File: src/rtl/seq_stage_ctrl_if.sv
// Handshake bundle between the Y86 sequential-stage controller and its datapath.
// The master side drives fetch/memory status; the slave (controller) drives stage controls.
interface seq_stage_ctrl_if;
    logic        start;
    logic [3:0]  icode;
    logic        imem_error;
    logic        mem_ready;
    logic        dmem_error;
    logic [5:0]  stage_en;
    logic        mem_req;
    logic        cc_we;
    logic        rf_we;
    logic        pc_we;
    logic [2:0]  stat;
    logic        busy;
    logic [31:0] retired;

    modport master (
        output start, icode, imem_error, mem_ready, dmem_error,
        input  stage_en, mem_req, cc_we, rf_we, pc_we, stat, busy, retired
    );
    modport slave (
        input  start, icode, imem_error, mem_ready, dmem_error,
        output stage_en, mem_req, cc_we, rf_we, pc_we, stat, busy, retired
    );
endinterface

File: src/rtl/seq_stage_ctrl.sv
// Y86 sequential stage controller: walks FETCH..PCUPDATE, waits on data memory,
// and parks in HALTED with a status code on any fault.
module seq_stage_ctrl #(
    parameter int MEM_TIMEOUT = 15
) (
    input logic            clk,
    input logic            reset,
    seq_stage_ctrl_if.slave bus
);
    localparam logic [2:0] STAT_AOK = 3'd1;
    localparam logic [2:0] STAT_HLT = 3'd2;
    localparam logic [2:0] STAT_ADR = 3'd3;
    localparam logic [2:0] STAT_INS = 3'd4;

    typedef enum logic [2:0] {
        IDLE, FETCH, DECODE, EXECUTE, MEMORY, WRITEBACK, PCUPDATE, HALTED
    } state_t;

    state_t      state;
    logic [3:0]  icode_q;
    logic [7:0]  wcnt;
    logic [2:0]  fault;
    logic [31:0] retired_q;
    logic        is_mem;
    logic        is_wb;

    always_comb begin
        is_mem = icode_q inside {4'h4, 4'h5, 4'h8, 4'h9, 4'hA, 4'hB};
        is_wb  = icode_q inside {4'h2, 4'h3, 4'h5, 4'h6, 4'h8, 4'h9, 4'hA, 4'hB};
    end

    always_ff @(posedge clk or posedge reset) begin
        if (reset) begin
            state     <= IDLE;
            icode_q   <= 4'h0;
            wcnt      <= 8'd0;
            fault     <= STAT_AOK;
            retired_q <= 32'd0;
        end else begin
            case (state)
                IDLE: if (bus.start) state <= FETCH;
                FETCH: begin
                    icode_q <= bus.icode;
                    if (bus.imem_error) begin
                        state <= HALTED;
                        fault <= STAT_ADR;
                    end else if (bus.icode > 4'hB) begin
                        state <= HALTED;
                        fault <= STAT_INS;
                    end else if (bus.icode == 4'h0) begin
                        state <= HALTED;
                        fault <= STAT_HLT;
                    end else begin
                        state <= DECODE;
                    end
                end
                DECODE: state <= EXECUTE;
                EXECUTE: begin
                    state <= MEMORY;
                    wcnt  <= 8'd0;
                end
                MEMORY: begin
                    // error beats ready; a ready in the final allowed cycle still completes
                    if (!is_mem) begin
                        state <= WRITEBACK;
                    end else if (bus.dmem_error) begin
                        state <= HALTED;
                        fault <= STAT_ADR;
                    end else if (bus.mem_ready) begin
                        state <= WRITEBACK;
                    end else if (wcnt == 8'(MEM_TIMEOUT - 1)) begin
                        state <= HALTED;
                        fault <= STAT_ADR;
                    end else begin
                        wcnt <= wcnt + 8'd1;
                    end
                end
                WRITEBACK: state <= PCUPDATE;
                PCUPDATE: begin
                    retired_q <= retired_q + 32'd1;
                    state     <= FETCH;
                end
                HALTED: state <= HALTED;
                default: state <= IDLE;
            endcase
        end
    end

    // Strobes are pure decodes of state so an async reset drops them at once.
    always_comb begin
        bus.stage_en = 6'd0;
        bus.mem_req  = 1'b0;
        bus.cc_we    = 1'b0;
        bus.rf_we    = 1'b0;
        bus.pc_we    = 1'b0;
        case (state)
            FETCH:     bus.stage_en = 6'b000001;
            DECODE:    bus.stage_en = 6'b000010;
            EXECUTE: begin
                bus.stage_en = 6'b000100;
                bus.cc_we    = (icode_q == 4'h6);
            end
            MEMORY: begin
                bus.stage_en = 6'b001000;
                bus.mem_req  = is_mem;
            end
            WRITEBACK: begin
                bus.stage_en = 6'b010000;
                bus.rf_we    = is_wb;
            end
            PCUPDATE: begin
                bus.stage_en = 6'b100000;
                bus.pc_we    = 1'b1;
            end
            default: bus.stage_en = 6'd0;
        endcase
        bus.stat    = (state == HALTED) ? fault : STAT_AOK;
        bus.busy    = (state != IDLE) && (state != HALTED);
        bus.retired = retired_q;
    end
endmodule

File: src/flat_wrapper.sv
// flat-port wrapper written by rule: the top's interface ports become plain ports
module seq_stage_ctrl_flat 
#(
    parameter int MEM_TIMEOUT = 15
)
  (clk, reset, bus_start, bus_icode, bus_imem_error, bus_mem_ready, bus_dmem_error, bus_stage_en, bus_mem_req, bus_cc_we, bus_rf_we, bus_pc_we, bus_stat, bus_busy, bus_retired);
  seq_stage_ctrl_if bus_i ();
  input logic clk;
  input logic reset;
  input wire logic [$bits(bus_i.start)-1:0] bus_start;
  input wire logic [$bits(bus_i.icode)-1:0] bus_icode;
  input wire logic [$bits(bus_i.imem_error)-1:0] bus_imem_error;
  input wire logic [$bits(bus_i.mem_ready)-1:0] bus_mem_ready;
  input wire logic [$bits(bus_i.dmem_error)-1:0] bus_dmem_error;
  output wire logic [$bits(bus_i.stage_en)-1:0] bus_stage_en;
  output wire logic [$bits(bus_i.mem_req)-1:0] bus_mem_req;
  output wire logic [$bits(bus_i.cc_we)-1:0] bus_cc_we;
  output wire logic [$bits(bus_i.rf_we)-1:0] bus_rf_we;
  output wire logic [$bits(bus_i.pc_we)-1:0] bus_pc_we;
  output wire logic [$bits(bus_i.stat)-1:0] bus_stat;
  output wire logic [$bits(bus_i.busy)-1:0] bus_busy;
  output wire logic [$bits(bus_i.retired)-1:0] bus_retired;
  assign bus_i.start = bus_start;
  assign bus_i.icode = bus_icode;
  assign bus_i.imem_error = bus_imem_error;
  assign bus_i.mem_ready = bus_mem_ready;
  assign bus_i.dmem_error = bus_dmem_error;
  assign bus_stage_en = bus_i.stage_en;
  assign bus_mem_req = bus_i.mem_req;
  assign bus_cc_we = bus_i.cc_we;
  assign bus_rf_we = bus_i.rf_we;
  assign bus_pc_we = bus_i.pc_we;
  assign bus_stat = bus_i.stat;
  assign bus_busy = bus_i.busy;
  assign bus_retired = bus_i.retired;
  seq_stage_ctrl #(.MEM_TIMEOUT(MEM_TIMEOUT)) u_core (.clk(clk), .reset(reset), .bus(bus_i));
endmodule
File: config.mk
export PLATFORM = sky130hd
export DESIGN_NAME = seq_stage_ctrl_flat
export DESIGN_NICKNAME = d
export VERILOG_FILES = /design/src/rtl/seq_stage_ctrl_if.sv /design/src/rtl/seq_stage_ctrl.sv /design/src/flat_wrapper.sv
export SDC_FILE = /design/constraint.sdc
export NUM_CORES = 1
export LEC_CHECK = 0
export CORE_MARGIN = 4
export CORE_UTILIZATION = 46
export CTS_CLUSTER_SIZE = 40
export DETAILED_ROUTE_END_ITERATION = 10
export GPL_ROUTABILITY_DRIVEN = 0
export GPL_TIMING_DRIVEN = 0
export PLACE_DENSITY = 0.74
export SLEW_MARGIN = 20
export SYNTH_ARGS = -nofsm -noshare
export SYNTH_HDL_FRONTEND = slang
export SYNTH_SLANG_ARGS = --single-unit
File: constraint.sdc
create_clock -name clk -period 1.75 [get_ports clk]
set_input_delay 0.2625 -clock clk [delete_from_list [all_inputs] [get_ports clk]]
set_output_delay 0.2625 -clock clk [all_outputs]
set_load 0.03 [all_outputs]
==> results of run 1 <==
-- registers in the layout (all words and copies together) (netlist names) --
| register | cells |
|---|---|
| u_core.bus.retired | 32 |
| u_core.wcnt | 8 |
| u_core.icode_q | 4 |
| u_core.fault | 3 |
| u_core.state | 3 |
-- cell families after synthesis --
kind of cell | synth area share
AO/OA/AOI/OAI | 0.08161
XOR/XNOR | 0.1082
adder cells (fa/ha/maj) | 0.01449
buffers and inverters | 0.01980
flip-flops | 0.4833
multiplexers | 0.02945
AND/OR/NAND/NOR | 0.2632
-- layout by cell type, fill, tap and decap left out, types with 5 or more instances in the layout --
cell,instances
nor3_1,5
nand2_1,16
o21ai_0,6
xnor2_1,27
buf_4,15
clkbuf_8,6
or4_4,5
nand3_1,12
nand4_1,20
nor2_1,13
buf_6,6
xor2_1,5
dlymetal6s2s_1,11
dfrtp_1,46
and2_1,5
buf_2,9
mux2_2,5
clkdlybuf4s50_1,27
inv_1,5
-- per-stage QoR --
step | power [µW] | setup slack, ns | area, µm² | utilization | cells
after CTS | 4085 | -0.01849 | 3487 | 0.6372 | 390
final | 4236 | 0.006204 | 3650 | 0.6669 | 401
after floorplan | 2589 | -0.08260 | 2626 | - | 249
after global routing | 4479 | -0.06285 | 3650 | 0.6669 | 401
after global placement | 3088 | -0.6612 | 3267 | 0.5969 | 376
after detailed placement | 3115 | -0.4509 | 3287 | 0.6006 | 377
-- layer usage --
metal	global-route usage	up-vias	routed length, µm
li1	-	1060	-
met1	0.2305	1056	2859
met4	0.04755	0	80
met2	0.2843	41	2850
met3	0.03571	6	216
met5	0	-	0
-- worst paths after layout --
| kind | startpoint | to | slack, ns | depth (start not counted) |
|---|---|---|---|---|
| setup / recovery | u_core.icode_q[2] | bus_rf_we | 0.006 | 4 |
| hold / removal | reset | u_core.bus.retired[17] | 0.24 | 2 |
| setup reg to reg | u_core.wcnt[5] | u_core.fault[1] | 0.04 | 4 |
| hold reg to reg | u_core.bus.retired[31] | u_core.bus.retired[31] | 0.48 | 1 |
| max in group asynchronous | reset | u_core.fault[0] | 0.92 | 3 |
| min in group clk | u_core.bus.retired[31] | u_core.bus.retired[31] | 0.48 | 1 |
-- report_power, final --
part | switching [µW] | internal [µW] | total, µW
registers | 228 | 1350 | 1570
clock network | 416 | 436 | 852
logic | 984 | 825 | 1810
total | 1630 | 2610 | 4240
-- what timing repair did --
item	CTS	global route
resized for setup	94	39
pin swaps	9	14
setup endpoints to repair	42	59
cloned	0	1
buffers inserted	5	10
-- layout make-up --
class	count	area [µm²]	share of cell area
plain buffers	5	48.80	0.01337
multi-input cells	187	1430	0.3918
clock buffers	5	68.82	0.01885
well taps	72	90.09	0.02468
clock inverters	3	48.80	0.01337
flip-flops and latches	50	1256	0.3442
inverters	8	30.03	0.008228
repair buffers	71	676.9	0.1855
==> impl_metrics.yaml, run 1 <==
critical_path:
  startpoint_type: "flip-flop"
  critical_path_class: "flip-flop to output pin"
  crit_chain: "nor3b_4 -> a221oi_2 -> nor2b_4 -> buf_6"
  cpPeakStageDelay_ns: 0.46
  critPathTopFamily: "flip-flops"
  cp_slowest_cell: "dfrtp_2"
  crit_required_ns: 1.49
  crit_arrival_ns: 1.48
  crit_buf_inv: 1
  critPathCaptureType: "output pin"
  worstPathMaxFanout: 7
floorplanning:
  die_h_um: 83.06
  num_rows: 27
  io_pins: 56
  fp.dieW_um: 83.06
  fp.coreArea_um2: 5473
  start_util: 0.4735
  dieArea_um2: 6898
route:
  routed_wl_um: 6006
  drc_errors: 0
  via_per_inst: 5.394
  drt-initial-drc-count: 86
  routedWlPerCell_um: 14.98
  drt-pass1-iter-count: 4
  ant_nets: 0
  vias: 2163
pwr:
  peakVddDrop_mv: 1.225
  power.density_nw_per_um2: 1161
  p_leak_uw: 0.001711
sta:
  fmax_ghz: 0.5735
  tightestPinTransition_ns: 0.4025
  whs_ns: 0.2415
  period_minus_slack_ns: 1.744
  setup_viol: 0
  tns_ns: 0
  hold_viol_final: 0
  skew_ns: 0.01580
  slew_headroom: 0.7313
  post-route-period-util: 0.9965
  drv_slew: 0
  rsz0062_at_grt: "yes"
yosys:
  synth.cell_area_um2: 2591
  yosys_warnings: 0
  yosys.area.top_type_share: 0.4732
  synth_area_per_cell_um2: 10.41
  synth-seq-cells: 50
  async_flop_share: 1.000
  syn_inst: 249
  synth_most_common_cell: "dfrtp_1"
  synth_edf_count: 0
  synth_nets: 262
  synth_area_leaders: "dfrtp_1 47%, xnor2_1 9.1%, nand4_1 4.8%, nor2_1 2.6%, nand3_1 2.5%"
  synthFlopType: "dfrtp_1"
  synth_top_cell_by_area: "dfrtp_1"
  yosysSeqAreaShare: 0.4833
  ys_types: 51
  synth.cells.most_frequent: "49 x dfrtp_1, 27 x xnor2_1, 20 x nand4_1"
clock_network:
  cts_buffer_depth: 2
  clk_latency_ns: 0.32
  cts_tree: "yes"
  path_clk_slew_ns: 0.11
  root_buffer: "clkbuf_8"
  hold_buffers: 0
  clock-sinks: 50
  numCtsBuffers: 5
  h-tree-depth: 2
final_layout:
  final_layout_size_suffix_gt1_frac: 0.2675
  fillers: 434
  nNetsFinal: 341
  syn_to_final_growth_pct: 40.85
  antenna_cells: 0
run_status:
  outcome: "complete, no violations"
global_routing:
  track_usage: 0.1725
  grt_pass1_wl_um: 9867
  grt-ovfl-total: 0
  antenna_found_initial: 0
  first_global_vias: 2076
  grt_max_degree: 35
job:
  maxCapViolCount: 0
worst_hold_path:
  hold_path.class: "input pin to asynchronous set/reset pin"
placed_design:
  numPortBuffers: 55
  place_hpwl_um: 4091
No activity file was read; power rests on OpenSTA's default activity.
==> run 2: changes to the inputs <==
--- a/config.mk
+++ b/config.mk
@@ -11,6 +11,7 @@
 export DETAILED_ROUTE_END_ITERATION = 10
 export GPL_ROUTABILITY_DRIVEN = 0
 export GPL_TIMING_DRIVEN = 0
+export HOLD_SLACK_MARGIN = 0.1
 export PLACE_DENSITY = 0.74
 export SLEW_MARGIN = 20
 export SYNTH_ARGS = -nofsm -noshare
==> results of run 2 <==
The final DEF is identical to that of run 1; final timing and power are the same.
==> run 3: changes to the inputs <==
--- a/config.mk
+++ b/config.mk
@@ -6,13 +6,13 @@
 export NUM_CORES = 1
 export LEC_CHECK = 0
 export CORE_MARGIN = 4
-export CORE_UTILIZATION = 46
+export CORE_UTILIZATION = 51
 export CTS_CLUSTER_SIZE = 40
 export DETAILED_ROUTE_END_ITERATION = 10
 export GPL_ROUTABILITY_DRIVEN = 0
 export GPL_TIMING_DRIVEN = 0
 export HOLD_SLACK_MARGIN = 0.1
-export PLACE_DENSITY = 0.74
+export PLACE_DENSITY = 0.78
 export SLEW_MARGIN = 20
 export SYNTH_ARGS = -nofsm -noshare
 export SYNTH_HDL_FRONTEND = slang
==> constraint.sdc (replaced) <==
create_clock -name clk -period 2 [get_ports clk]
set_input_delay 0.3 -clock clk [delete_from_list [all_inputs] [get_ports clk]]
set_output_delay 0.3 -clock clk [all_outputs]
set_load 0.03 [all_outputs]
==> impl_metrics.yaml, run 3 (synthesized netlist as in run 1, its figures left out) <==
global_routing:
  grt_max_degree: 30
  first_global_vias: 2115
  grt_pass1_wl_um: 9777
  grt-ovfl-total: 0
  antenna_found_initial: 0
  track_usage: 0.1974
job:
  maxCapViolCount: 0
clock_network:
  clock-sinks: 50
  h-tree-depth: 2
  clk_latency_ns: 0.31
  path_clk_slew_ns: 0.09
  root_buffer: "clkbuf_8"
  cts_tree: "yes"
  cts_setup_buffers: 0
  cts_buffer_depth: 2
  numCtsBuffers: 5
sta:
  drv_slew: 0
  fmax_ghz: 0.5053
  rsz0062_at_grt: "yes"
  slew_headroom: 0.5259
  skew_ns: 0.006347
  tightestPinTransition_ns: 0.7053
  hold_viol_final: 0
  setup_viol: 0
  tns_ns: 0
  setup_ws_ns: 0.02095
  period_minus_slack_ns: 1.979
  whs_ns: 0.3237
  post-route-period-util: 0.9895
floorplanning:
  fp.coreArea_um2: 4817
  num_rows: 25
  dieArea_um2: 6285
  fp.dieW_um: 79.28
  start_util: 0.5379
  die_h_um: 79.28
  io_pins: 56
pwr:
  power.density_nw_per_um2: 971.5
  peakVddDrop_mv: 0.8677
  p_leak_uw: 0.001357
critical_path:
  critical_path_class: "flip-flop to output pin"
  startpoint: "u_core.state[2]"
  r2r_start: "u_core.bus.retired[6]"
  cp_slowest_cell: "nor3b_4"
  crit_required_ns: 1.70
  critPathCaptureType: "output pin"
  cpPeakStageDelay_ns: 0.41
  crit_chain: "clkbuf_4 -> nor3b_4 -> clkdlybuf4s15_2"
  reg2reg_slack_ns: 0.16
  startpoint_type: "flip-flop"
  crit_arrival_ns: 1.68
  worstPathMaxFanout: 10
route:
  via_per_inst: 5.617
  drt-initial-drc-count: 137
  drc_errors: 0
  drt-pass1-iter-count: 4
  routed_wl_um: 5699
  ant_nets: 0
  vias: 2129
  routedWlPerCell_um: 15.04
final_layout:
  final_util: 0.6966
  nNetsFinal: 325
  fillers: 410
  mostFrequentLayoutCell: "dfrtp_1"
  final_cells: 379
  antenna_cells: 0
  largest_reg_flops: 32
  final_layout_size_suffix_gt1_frac: 0.1538
  syn_to_final_growth_pct: 29.50
  final_cell_mix: "48 x dfrtp_1, 41 x clkdlybuf4s50_1, 27 x xnor2_1, 20 x nand4_1, 17 x nand2_1"
placed_design:
  place_hpwl_um: 4140
  dp.cells: 372
  numPortBuffers: 55
  detailedPlace.worstSlack_ns: -0.2461
worst_hold_path:
  hold_path.class: "input pin to asynchronous set/reset pin"
run_status:
  outcome: "complete, no violations"
## run 3: changes by cell type in the layout (fill, tap and decap cells not counted), sizes merged, moves of 6 or more
| cell | previous run | this run |
|---|---|---|
| clkdlybuf4s50 | 27 | 41 |
| clkdlybuf4s15 | 0 | 6 |
| dlymetal6s2s | 11 | 0 |
| buf | 32 | 6 |
## run 3: final timing paths
kind | cells past startpoint | end
hold reg to reg | 1 | u_core.bus.retired[31]
setup reg to reg | 4 | u_core.bus.retired[19]
min in group clk | 1 | u_core.bus.retired[31]
max in group asynchronous | 3 | u_core.fault[0]
hold / removal | 2 | u_core.wcnt[2]
setup / recovery | 3 | bus_stage_en[0]
## run 3: cell type report
| cell class | count | area [µm²] | share of cell area |
|---|---|---|---|
| Sequential cell | 50 | 1254 | 0.3736 |
| Buffer | 5 | 33.78 | 0.01007 |
| Timing Repair Buffer | 56 | 551.8 | 0.1644 |
| Tap cell | 67 | 83.83 | 0.02498 |
| Multi-Input combinational cell | 186 | 1319 | 0.3930 |
| Inverter | 8 | 30.03 | 0.008949 |
| Clock inverter | 2 | 15.01 | 0.004474 |
| Clock buffer | 5 | 68.82 | 0.02051 |
## run 3: what timing repair did
action | CTS | global route
pin swaps | 0 | 0
endpoints found under the setup margin | 14 | 30
resized for setup | 36 | 17
hold buffers | 0 | 0
## run 3: per-stage QoR
step | power (µW) | instance area [µm²]
after floorplan | 2223 | 2599
after global placement | 2655 | 3233
after detailed placement | 2689 | 3253
after CTS | 3267 | 3359
after global routing | 3465 | 3356
final | 3260 | 3356
## run 3: metal layers
layer / wire length, µm / up-vias / global-route usage
met3: 234 / 7 / 0.04989
met1: 2582 / 1045 / 0.2612
met4: 89 / 0 / 0.07732
met2: 2793 / 45 / 0.3106
li1: - / 1032 / -
met5: 0 / - / 0
## run 3: power breakdown
group / total, µW / internal (µW) / switching [µW]
sequential: 1360 / 1170 / 189
combinational: 1320 / 556 / 763
clock: 578 / 239 / 338
total: 3260 / 1970 / 1290
## run 3: critical path, delay by kind of cell, from the launching register on
| kind | cells | cell delay (ns) |
|---|---|---|
| AND/OR/NAND/NOR | 1 | 0.41 |
| buffers and inverters | 2 | 0.56 |
| flip-flops | 1 | 0.40 |
